--- config.mk ---
export PLATFORM = sky130hd
export DESIGN_NAME = cp0_exc_ctrl
export DESIGN_NICKNAME = d
export VERILOG_FILES = /design/src/rtl/cp0_exc_ctrl.sv
export SDC_FILE = /design/constraint.sdc
export NUM_CORES = 1
export LEC_CHECK = 0
export CAP_MARGIN = 25
export CORE_ASPECT_RATIO = 0.8
export CORE_UTILIZATION = 55
export CTS_CLUSTER_DIAMETER = 120
export DETAILED_ROUTE_END_ITERATION = 8
export PLACE_DENSITY = 0.89
export RECOVER_POWER = 100
export SLEW_MARGIN = 0
export SYNTH_ARGS = -nofsm -noshare
export SYNTH_HDL_FRONTEND = slang
export SYNTH_SLANG_ARGS = --single-unit
--- constraint.sdc ---
create_clock -name clk -period 5.65 [get_ports clk]
set_clock_uncertainty 0.05 [all_clocks]
set_input_delay 1.13 -clock clk [delete_from_list [all_inputs] [get_ports clk]]
set_output_delay 1.13 -clock clk [all_outputs]
set_load 0.01 [all_outputs]
--- src/rtl/cp0_exc_ctrl.sv ---
// MIPS CP0 subset: exception/eret sequencing, timer interrupt, and mfc0/mtc0 access.
// Commit-stage events are prioritised exc_valid > eret > mtc0; flush/new_pc are registered.
module cp0_exc_ctrl #(
   parameter logic [31:0] EXC_ENTRY    = 32'hBFC0_0380,
   parameter logic [31:0] RESET_STATUS = 32'h0040_0000
) (
   input  logic        clk,
   input  logic        rst,
   input  logic [4:0]  cp0_raddr,
   output logic [31:0] cp0_rdata,
   input  logic        cp0_we,
   input  logic [4:0]  cp0_waddr,
   input  logic [31:0] cp0_wdata,
   input  logic        exc_valid,
   input  logic [4:0]  exc_code,
   input  logic [31:0] exc_pc,
   input  logic        exc_bd,
   input  logic [31:0] exc_badvaddr,
   input  logic        eret,
   input  logic [5:0]  ext_int,
   output logic        int_req,
   output logic        flush,
   output logic [31:0] new_pc,
   output logic [31:0] epc_o
);

   localparam logic [4:0]  ADDR_BADVADDR = 5'd8;
   localparam logic [4:0]  ADDR_COUNT    = 5'd9;
   localparam logic [4:0]  ADDR_COMPARE  = 5'd11;
   localparam logic [4:0]  ADDR_STATUS   = 5'd12;
   localparam logic [4:0]  ADDR_CAUSE    = 5'd13;
   localparam logic [4:0]  ADDR_EPC      = 5'd14;

   localparam logic [31:0] STATUS_MASK  = 32'h0000_FF03;
   localparam logic [31:0] CAUSE_MASK   = 32'h0000_0300;
   localparam logic [31:0] STATUS_CONST = 32'h0040_0000;

   logic [31:0] status_r;
   logic [31:0] cause_r;
   logic [31:0] count_r;
   logic [31:0] compare_r;
   logic [31:0] epc_r;
   logic [31:0] badvaddr_r;
   logic        tick_r;
   logic        flush_r;
   logic [31:0] new_pc_r;

   logic        we_acc;
   logic        eret_acc;
   logic [31:0] status_rd;
   logic [31:0] rd_cur;
   logic [31:0] rd_mask;

   assign we_acc    = cp0_we & ~exc_valid & ~eret;
   assign eret_acc  = eret & ~exc_valid;
   assign status_rd = status_r | STATUS_CONST;

   assign int_req = status_r[0] & ~status_r[1] & (|(cause_r[15:8] & status_r[15:8]));
   assign flush   = flush_r;
   assign new_pc  = new_pc_r;
   assign epc_o   = epc_r;

   // Read mux; a same-cycle accepted mtc0 to the read address is merged through its write mask.
   always_comb begin
      rd_cur  = '0;
      rd_mask = '0;
      case (cp0_raddr)
         ADDR_BADVADDR: begin rd_cur = badvaddr_r; rd_mask = '0;          end
         ADDR_COUNT:    begin rd_cur = count_r;    rd_mask = '1;          end
         ADDR_COMPARE:  begin rd_cur = compare_r;  rd_mask = '1;          end
         ADDR_STATUS:   begin rd_cur = status_rd;  rd_mask = STATUS_MASK; end
         ADDR_CAUSE:    begin rd_cur = cause_r;    rd_mask = CAUSE_MASK;  end
         ADDR_EPC:      begin rd_cur = epc_r;      rd_mask = '1;          end
         default:       begin rd_cur = '0;         rd_mask = '0;          end
      endcase
      cp0_rdata = rd_cur;
      if (we_acc && (cp0_waddr == cp0_raddr))
         cp0_rdata = (rd_cur & ~rd_mask) | (cp0_wdata & rd_mask);
   end

   always_ff @(posedge clk) begin
      if (rst) begin
         status_r   <= RESET_STATUS;
         cause_r    <= '0;
         count_r    <= '0;
         compare_r  <= '0;
         epc_r      <= '0;
         badvaddr_r <= '0;
         tick_r     <= 1'b0;
         flush_r    <= 1'b0;
         new_pc_r   <= '0;
      end else begin
         tick_r  <= ~tick_r;
         flush_r <= exc_valid | eret;

         if (exc_valid)
            new_pc_r <= EXC_ENTRY;
         else if (eret)
            new_pc_r <= epc_r;

         if (we_acc && (cp0_waddr == ADDR_COUNT))
            count_r <= cp0_wdata;
         else if (tick_r)
            count_r <= count_r + 32'd1;

         if (we_acc && (cp0_waddr == ADDR_COMPARE))
            compare_r <= cp0_wdata;

         // Timer interrupt is sticky until Compare is rewritten; the clear wins over a new match.
         if (we_acc && (cp0_waddr == ADDR_COMPARE))
            cause_r[30] <= 1'b0;
         else if (count_r == compare_r)
            cause_r[30] <= 1'b1;

         cause_r[15:10] <= {ext_int[5] | cause_r[30], ext_int[4:0]};

         if (we_acc && (cp0_waddr == ADDR_CAUSE))
            cause_r[9:8] <= cp0_wdata[9:8];

         if (we_acc && (cp0_waddr == ADDR_STATUS))
            status_r <= (status_r & ~STATUS_MASK) | (cp0_wdata & STATUS_MASK);

         if (we_acc && (cp0_waddr == ADDR_EPC))
            epc_r <= cp0_wdata;

         if (exc_valid) begin
            status_r[1]  <= 1'b1;
            cause_r[6:2] <= exc_code;
            if (!status_r[1]) begin
               cause_r[31] <= exc_bd;
               epc_r       <= exc_bd ? (exc_pc - 32'd4) : exc_pc;
            end
            if ((exc_code == 5'd4) || (exc_code == 5'd5))
               badvaddr_r <= exc_badvaddr;
         end else if (eret_acc) begin
            status_r[1] <= 1'b0;
         end
      end
   end

endmodule

# Yosys cells after proc, flatten, opt, wreduce, memory -nomap -nowiden

Cells that the tools add are included.

Register bits after elaboration: 209

Multiplexer cells: 14
Eq/ne operators: 15
Reduce and logical (&&, ||, !) cells: 16
Bitwise gates (word level): 17
Add/sub/neg operators: 2

Operators with widths:

| cell                                                                 | number |
|---|---|
| 32-bit 2-to-1 mux                                                    | 9 |
| 32-bit case mux with 6 select lines                                  | 1 |
| 32-bit case mux with 3 select lines                                  | 1 |
| 32-bit bitwise AND                                                   | 2 |
| 5-bit by 4-bit == test with 1-bit output, second input constant      | 11 |
| 32-bit by 1-bit adder with 32-bit output, second input constant      | 1 |
| 32-bit == test                                                       | 1 |
| 32-bit NOT                                                           | 1 |
| 32-bit by 16-bit bitwise OR with 32-bit output                       | 1 |
| 32-bit bitwise OR                                                    | 1 |
| 32-bit by 3-bit subtractor with 32-bit output, second input constant | 1 |
| 5-bit by 3-bit == test with 1-bit output, second input constant      | 2 |
| 8-bit bitwise AND                                                    | 1 |
| 8-bit OR reduction                                                   | 1 |
| 1-bit logical AND                                                    | 6 |
| 1-bit bitwise AND                                                    | 5 |
| 5-bit == test                                                        | 1 |
| 1-bit NOT                                                            | 4 |
| 2-bit AND reduction                                                  | 2 |
| 2-bit nonzero test                                                   | 2 |
| 2-bit OR reduction                                                   | 2 |
| 3-bit nonzero test                                                   | 1 |
| 3-bit OR reduction                                                   | 1 |
| 1-bit 2-to-1 mux                                                     | 2 |
| 3 further kinds                                                      | 4 |

# Longest topological paths before layout

Gate-level depths: netlist of run 1.

Depth after elaboration: 7
Mapped depth: 8
Mapped depth without buffers: 7

# Least setup slack after synthesis of run 1

OpenSTA, ideal clock, no wires.

Path kind: input-to-output
Start: input cp0_raddr[1]
End: output cp0_rdata[24]
Path buffers: 2
Data required time: 4.470 ns
Setup slack: 1.561 ns
Arrival: 2.909 ns
Stages on the path: 7
Cell sequence: clkbuf_1 inv_1 nor3_1 clkbuf_1 a22o_1 a221oi_1 a21oi_1

Cells in the longest elaborated chain, start to end: 7
Elaborated cells on any way between the ends: 16

Ends and longest elaborated chain:

| what                                     | RTL line | text |
|---|---|---|
| from (decl)                              | 9        | `input logic [4:0] cp0_raddr,` |
| 5-bit by 4-bit == test with 1-bit output | 67       | `case (cp0_raddr)` |
| 3-bit OR reduction (no source line)      | n/a      |  |
| 32-bit case mux with 3 select lines      | 67       |  |
| 32-bit NOT                               | 78       | `cp0_rdata = (rd_cur & ~rd_mask) \| (cp0_wdata & rd_mask);` |
| 32-bit bitwise AND                       | 78       |  |
| 32-bit bitwise OR                        | 78       |  |
| 32-bit 2-to-1 mux *                      | 77       | `if (we_acc && (cp0_waddr == cp0_raddr))` |
| to (decl)                                | 10       | `output logic [31:0] cp0_rdata,` |

Every way passes the cells marked *; elsewhere a longest branch is shown, timed or not.

# Final worst setup path of run 1

Start: input cp0_raddr[2]
End: output cp0_rdata[31]

The elaborated chain is that of the path after synthesis.

==> results of run 1 <==
[through the flow]
stage	setup slack, ps	util, %	total power, W	instance area, um^2
finish	372	73.2	0.00298	12800
global route	256	73.2	0.00306	12800
CTS	662	73.1	0.00298	12800
detailed placement	703	69.9	0.00185	12300
global placement	707	69.9	0.00184	12300
floorplan	1560	-	0.00160	9980
[area by class of cell]
cell class                 count  share of cell area (%)
clock buffer                  20                    3.40
tap                          225                    2.19
multi-input combinational    924                    45.2
sequential                   187                    29.2
timing repair buffer         244                    18.5
clock inverter                12                   0.916
inverter                      20                   0.585
[worst reg2reg max path: stages, from the launching register on]
cell and delay, ps:
sky130_fd_sc_hd__dfxtp_1 530, sky130_fd_sc_hd__nand4_1 170, sky130_fd_sc_hd__or4_4 570, sky130_fd_sc_hd__or4_4 570, sky130_fd_sc_hd__or3_1 330, sky130_fd_sc_hd__a311oi_1 280
[logic make-up after synthesis]
kind of cell,synth area share (%)
AOI/OAI and AO/OA,18.3
DFF,37.5
buffers and inverters,4.66
xor gates and xnor gates,8.07
muxes,8.92
adders and majority gates,0.251
and+or+nand+nor,22.3
[metal layers]
| metal | up-vias | wire length, um |
|---|---|---|
| met5 | - | 0 |
| met4 | 0 | 771 |
| met3 | 68 | 4770 |
| met2 | 637 | 15500 |
| met1 | 4870 | 15000 |
| li1 | 4714 | - |
[worst max path at each step]
stage	to	slack, ps	depth (start not counted)
after detailed placement	cp0_rdata[31]	700	9
after global placement	cp0_rdata[31]	710	9
after floorplan	cp0_rdata[24]	1560	7
final	cp0_rdata[31]	370	9
after global routing	cp0_rdata[12]	260	8
after CTS	cp0_rdata[31]	660	9
[state kept, by name, indices dropped and copies added, names as in the netlist]
register and count:
tick_r 1, count_r 32, new_pc 32, cause_r 15
status_r 10, compare_r 32, badvaddr_r 32, epc_o 32
flush 1
[cells in the mapped netlist, drive strengths merged, types with 4 or more instances]
| library cell | number | area share (%) |
|---|---|---|
| buf | 19 | 0.86 |
| mux2i | 71 | 7.1 |
| nand2b | 7 | 0.44 |
| a221oi | 28 | 2.5 |
| clkbuf | 81 | 3.0 |
| nand2 | 155 | 5.8 |
| nor4 | 27 | 1.7 |
| a311oi | 5 | 0.44 |
| nand3 | 25 | 1.3 |
| a22oi | 12 | 0.90 |
| and4 | 9 | 0.79 |
| o21ai | 15 | 0.75 |
| inv | 20 | 0.75 |
| a21oi | 100 | 5.0 |
| dfxtp | 187 | 38 |
| a211oi | 66 | 5.0 |
| o22ai | 8 | 0.50 |
| nor2b | 30 | 1.9 |
| nor2 | 136 | 5.1 |
| and3 | 5 | 0.31 |
| nor3 | 21 | 1.1 |
| mux2 | 16 | 1.8 |
| nand3b | 4 | 0.30 |
| xnor2 | 64 | 5.6 |
| or3 | 11 | 0.69 |
| nand4 | 21 | 1.3 |
| xor2 | 28 | 2.5 |
| a21boi | 11 | 0.83 |
| a22o | 22 | 1.9 |
[report_power, final]
part / switching (W) / internal (W)
clock network: 0.000551 / 0.000614
logic: 0.000211 / 0.000197
registers: 0.0000535 / 0.00136
total: 0.000815 / 0.00217
==> load_flow_metrics.sql, run 1 <==
INSERT INTO impl_metrics (metric_group, metric, value, unit) VALUES
('logic_synthesis', 'synth_flop_cell', 'sky130_fd_sc_hd__dfxtp_1', ''),
('floorplanning', 'fp.dieArea', '18700', 'um^2'),
('outcome', 'run_status', 'finished with violations', ''),
('worst_setup_path', 'reg2reg_end', 'count_r[25]', ''),
('route', 'drt_first_iter_violations', '1348', ''),
('worst_setup_path', 'cp-start-kind', 'input port', ''),
('finish', 'post_layout_nonfiller_instances', '1632', ''),
('route', 'drt_pass1_iterations', '8', ''),
('finish', 'final_nets', '1519', ''),
('sta', 'setup_viol_count_final', '0', ''),
('clock_tree', 'root_buffer', 'sky130_fd_sc_hd__clkbuf_16', ''),
('worst_setup_path', 'timing.critical_path.slowest_stage_cell', 'sky130_fd_sc_hd__clkdlybuf4s50_1', ''),
('logic_synthesis', 'syn_area_per_cell', '8.11', 'um^2'),
('clock_tree', 'cts_tree', 'done', ''),
('worst_setup_path', 'ff_to_ff_path_depth', '5', ''),
('logic_synthesis', 'number_of_enable_flip_flop_cells_after_synthesis', '0', ''),
('global_route', 'track_usage', '38.0', '%'),
('power', 'leakage_power_figure', '4.58', 'nW'),
('logic_synthesis', 'synth.cell_area', '9980', 'um^2'),
('sta', 'worst_pin_slew', '4000', 'ps'),
('global_route', 'grt_antenna_before_repair', '0', ''),
('route', 'via_count', '10300', ''),
('global_route', 'met1_usage', '52.9', '%'),
('sta', 'timing.fmax', '0.189', 'GHz'),
('sta', 'hold_viol', '0', ''),
('finish', 'drive_gt1_share', '5.90', '%'),
('floorplanning', 'initial_utilization', '56.9', '%'),
('sta', 'grt_setup_unrepaired', 'false', ''),
('worst_setup_path', 'timing.critical_path.from', 'cp0_raddr[2]', ''),
('power', 'cellPowerDensity', '233', 'nW/um^2'),
('finish', 'multiInputGateArea', '5800', 'um^2'),
('global_route', 'global_route.overflow_total', '0', ''),
('sta', 'finalWorstPathRequiredPeriod', '5280', 'ps'),
('place', 'hpwl', '26700', 'um'),
('clock_tree', 'insertion_delay', '440', 'ps'),
('logic_synthesis', 'syn_inst', '1231', ''),
('logic_synthesis', 'synth_fp_nets', '1356', ''),
('finish', 'insertedDiodeCount', '0', ''),
('clock_tree', 'cts_post_setup_buffers_inserted', '0', ''),
('sta', 'final.period_utilization', '93.4', '%'),
('place', 'finalWeightedCongestion', '1.02', ''),
('worst_setup_path', 'worst_ep_arrival_time', '4100', 'ps'),
('clock_tree', 'cts_resized', '0', ''),
('worst_hold_path', 'timing.hold.worst.start', 'badvaddr_r[0]', ''),
('clock_tree', 'cts-buffers-inserted', '17', ''),
('global_route', 'pin_count_of_the_biggest_net_entering_global_routing', '91', ''),
('finish', 'areaGrowthSynthToFinish', '28.6', '%'),
('sta', 'finalHoldWorstSlack', '408', 'ps'),
('global_route', 'met2_usage', '56.7', '%'),
('logic_synthesis', 'synth_seq_area_share', '37.5', '%'),
('logic_synthesis', 'synth-warning-count', '0', ''),
('logic_synthesis', 'synth_cell_type_count', '47', ''),
('route', 'remaining_drc_errors', '0', ''),
('clock_tree', 'cts.sink_count', '187', ''),
('clock_tree', 'path_clk_slew', '60', 'ps'),
('route', 'drtAntennaViolNets', '0', ''),
('worst_setup_path', 'timing.rr.start', 'count_r[4]', ''),
('floorplanning', 'die_w', '153', 'um'),
('outcome', 'violations', 'max-capacitance violations, max-slew violations', ''),
('worst_hold_path', 'holdPathEnd', 'badvaddr_r[0]', ''),
('run', 'drv.max_cap_violation_count', '1', ''),
('clock_tree', 'clk_path_buf_depth', '2', ''),
('worst_setup_path', 'timing_worst_setup_path_type', 'in -> out', ''),
('place', 'numPlacedInstances', '1598', ''),
('power', 'power.ir.vdd_worst', '0.000151', 'V'),
('finish', 'fill_cells', '1324', ''),
('worst_setup_path', 'cp_capture_type', 'output port', ''),
('sta', 'timing_max_transition_violations_final', '91', ''),
('worst_hold_path', 'worstHoldPathCells', '2', ''),
('worst_setup_path', 'path_common_cell', 'sky130_fd_sc_hd__clkdlybuf4s50_1', ''),
('finish', 'ff_latch_area', '3740', 'um^2');
Power figures use the tool's default switching activity.
==> inputs of run 2 (changes only) <==
Settings changed: CTS_CLUSTER_DIAMETER 120 to 150.
==> results of run 2 <==
The final DEF is identical to that of run 1; final timing and power are the same.
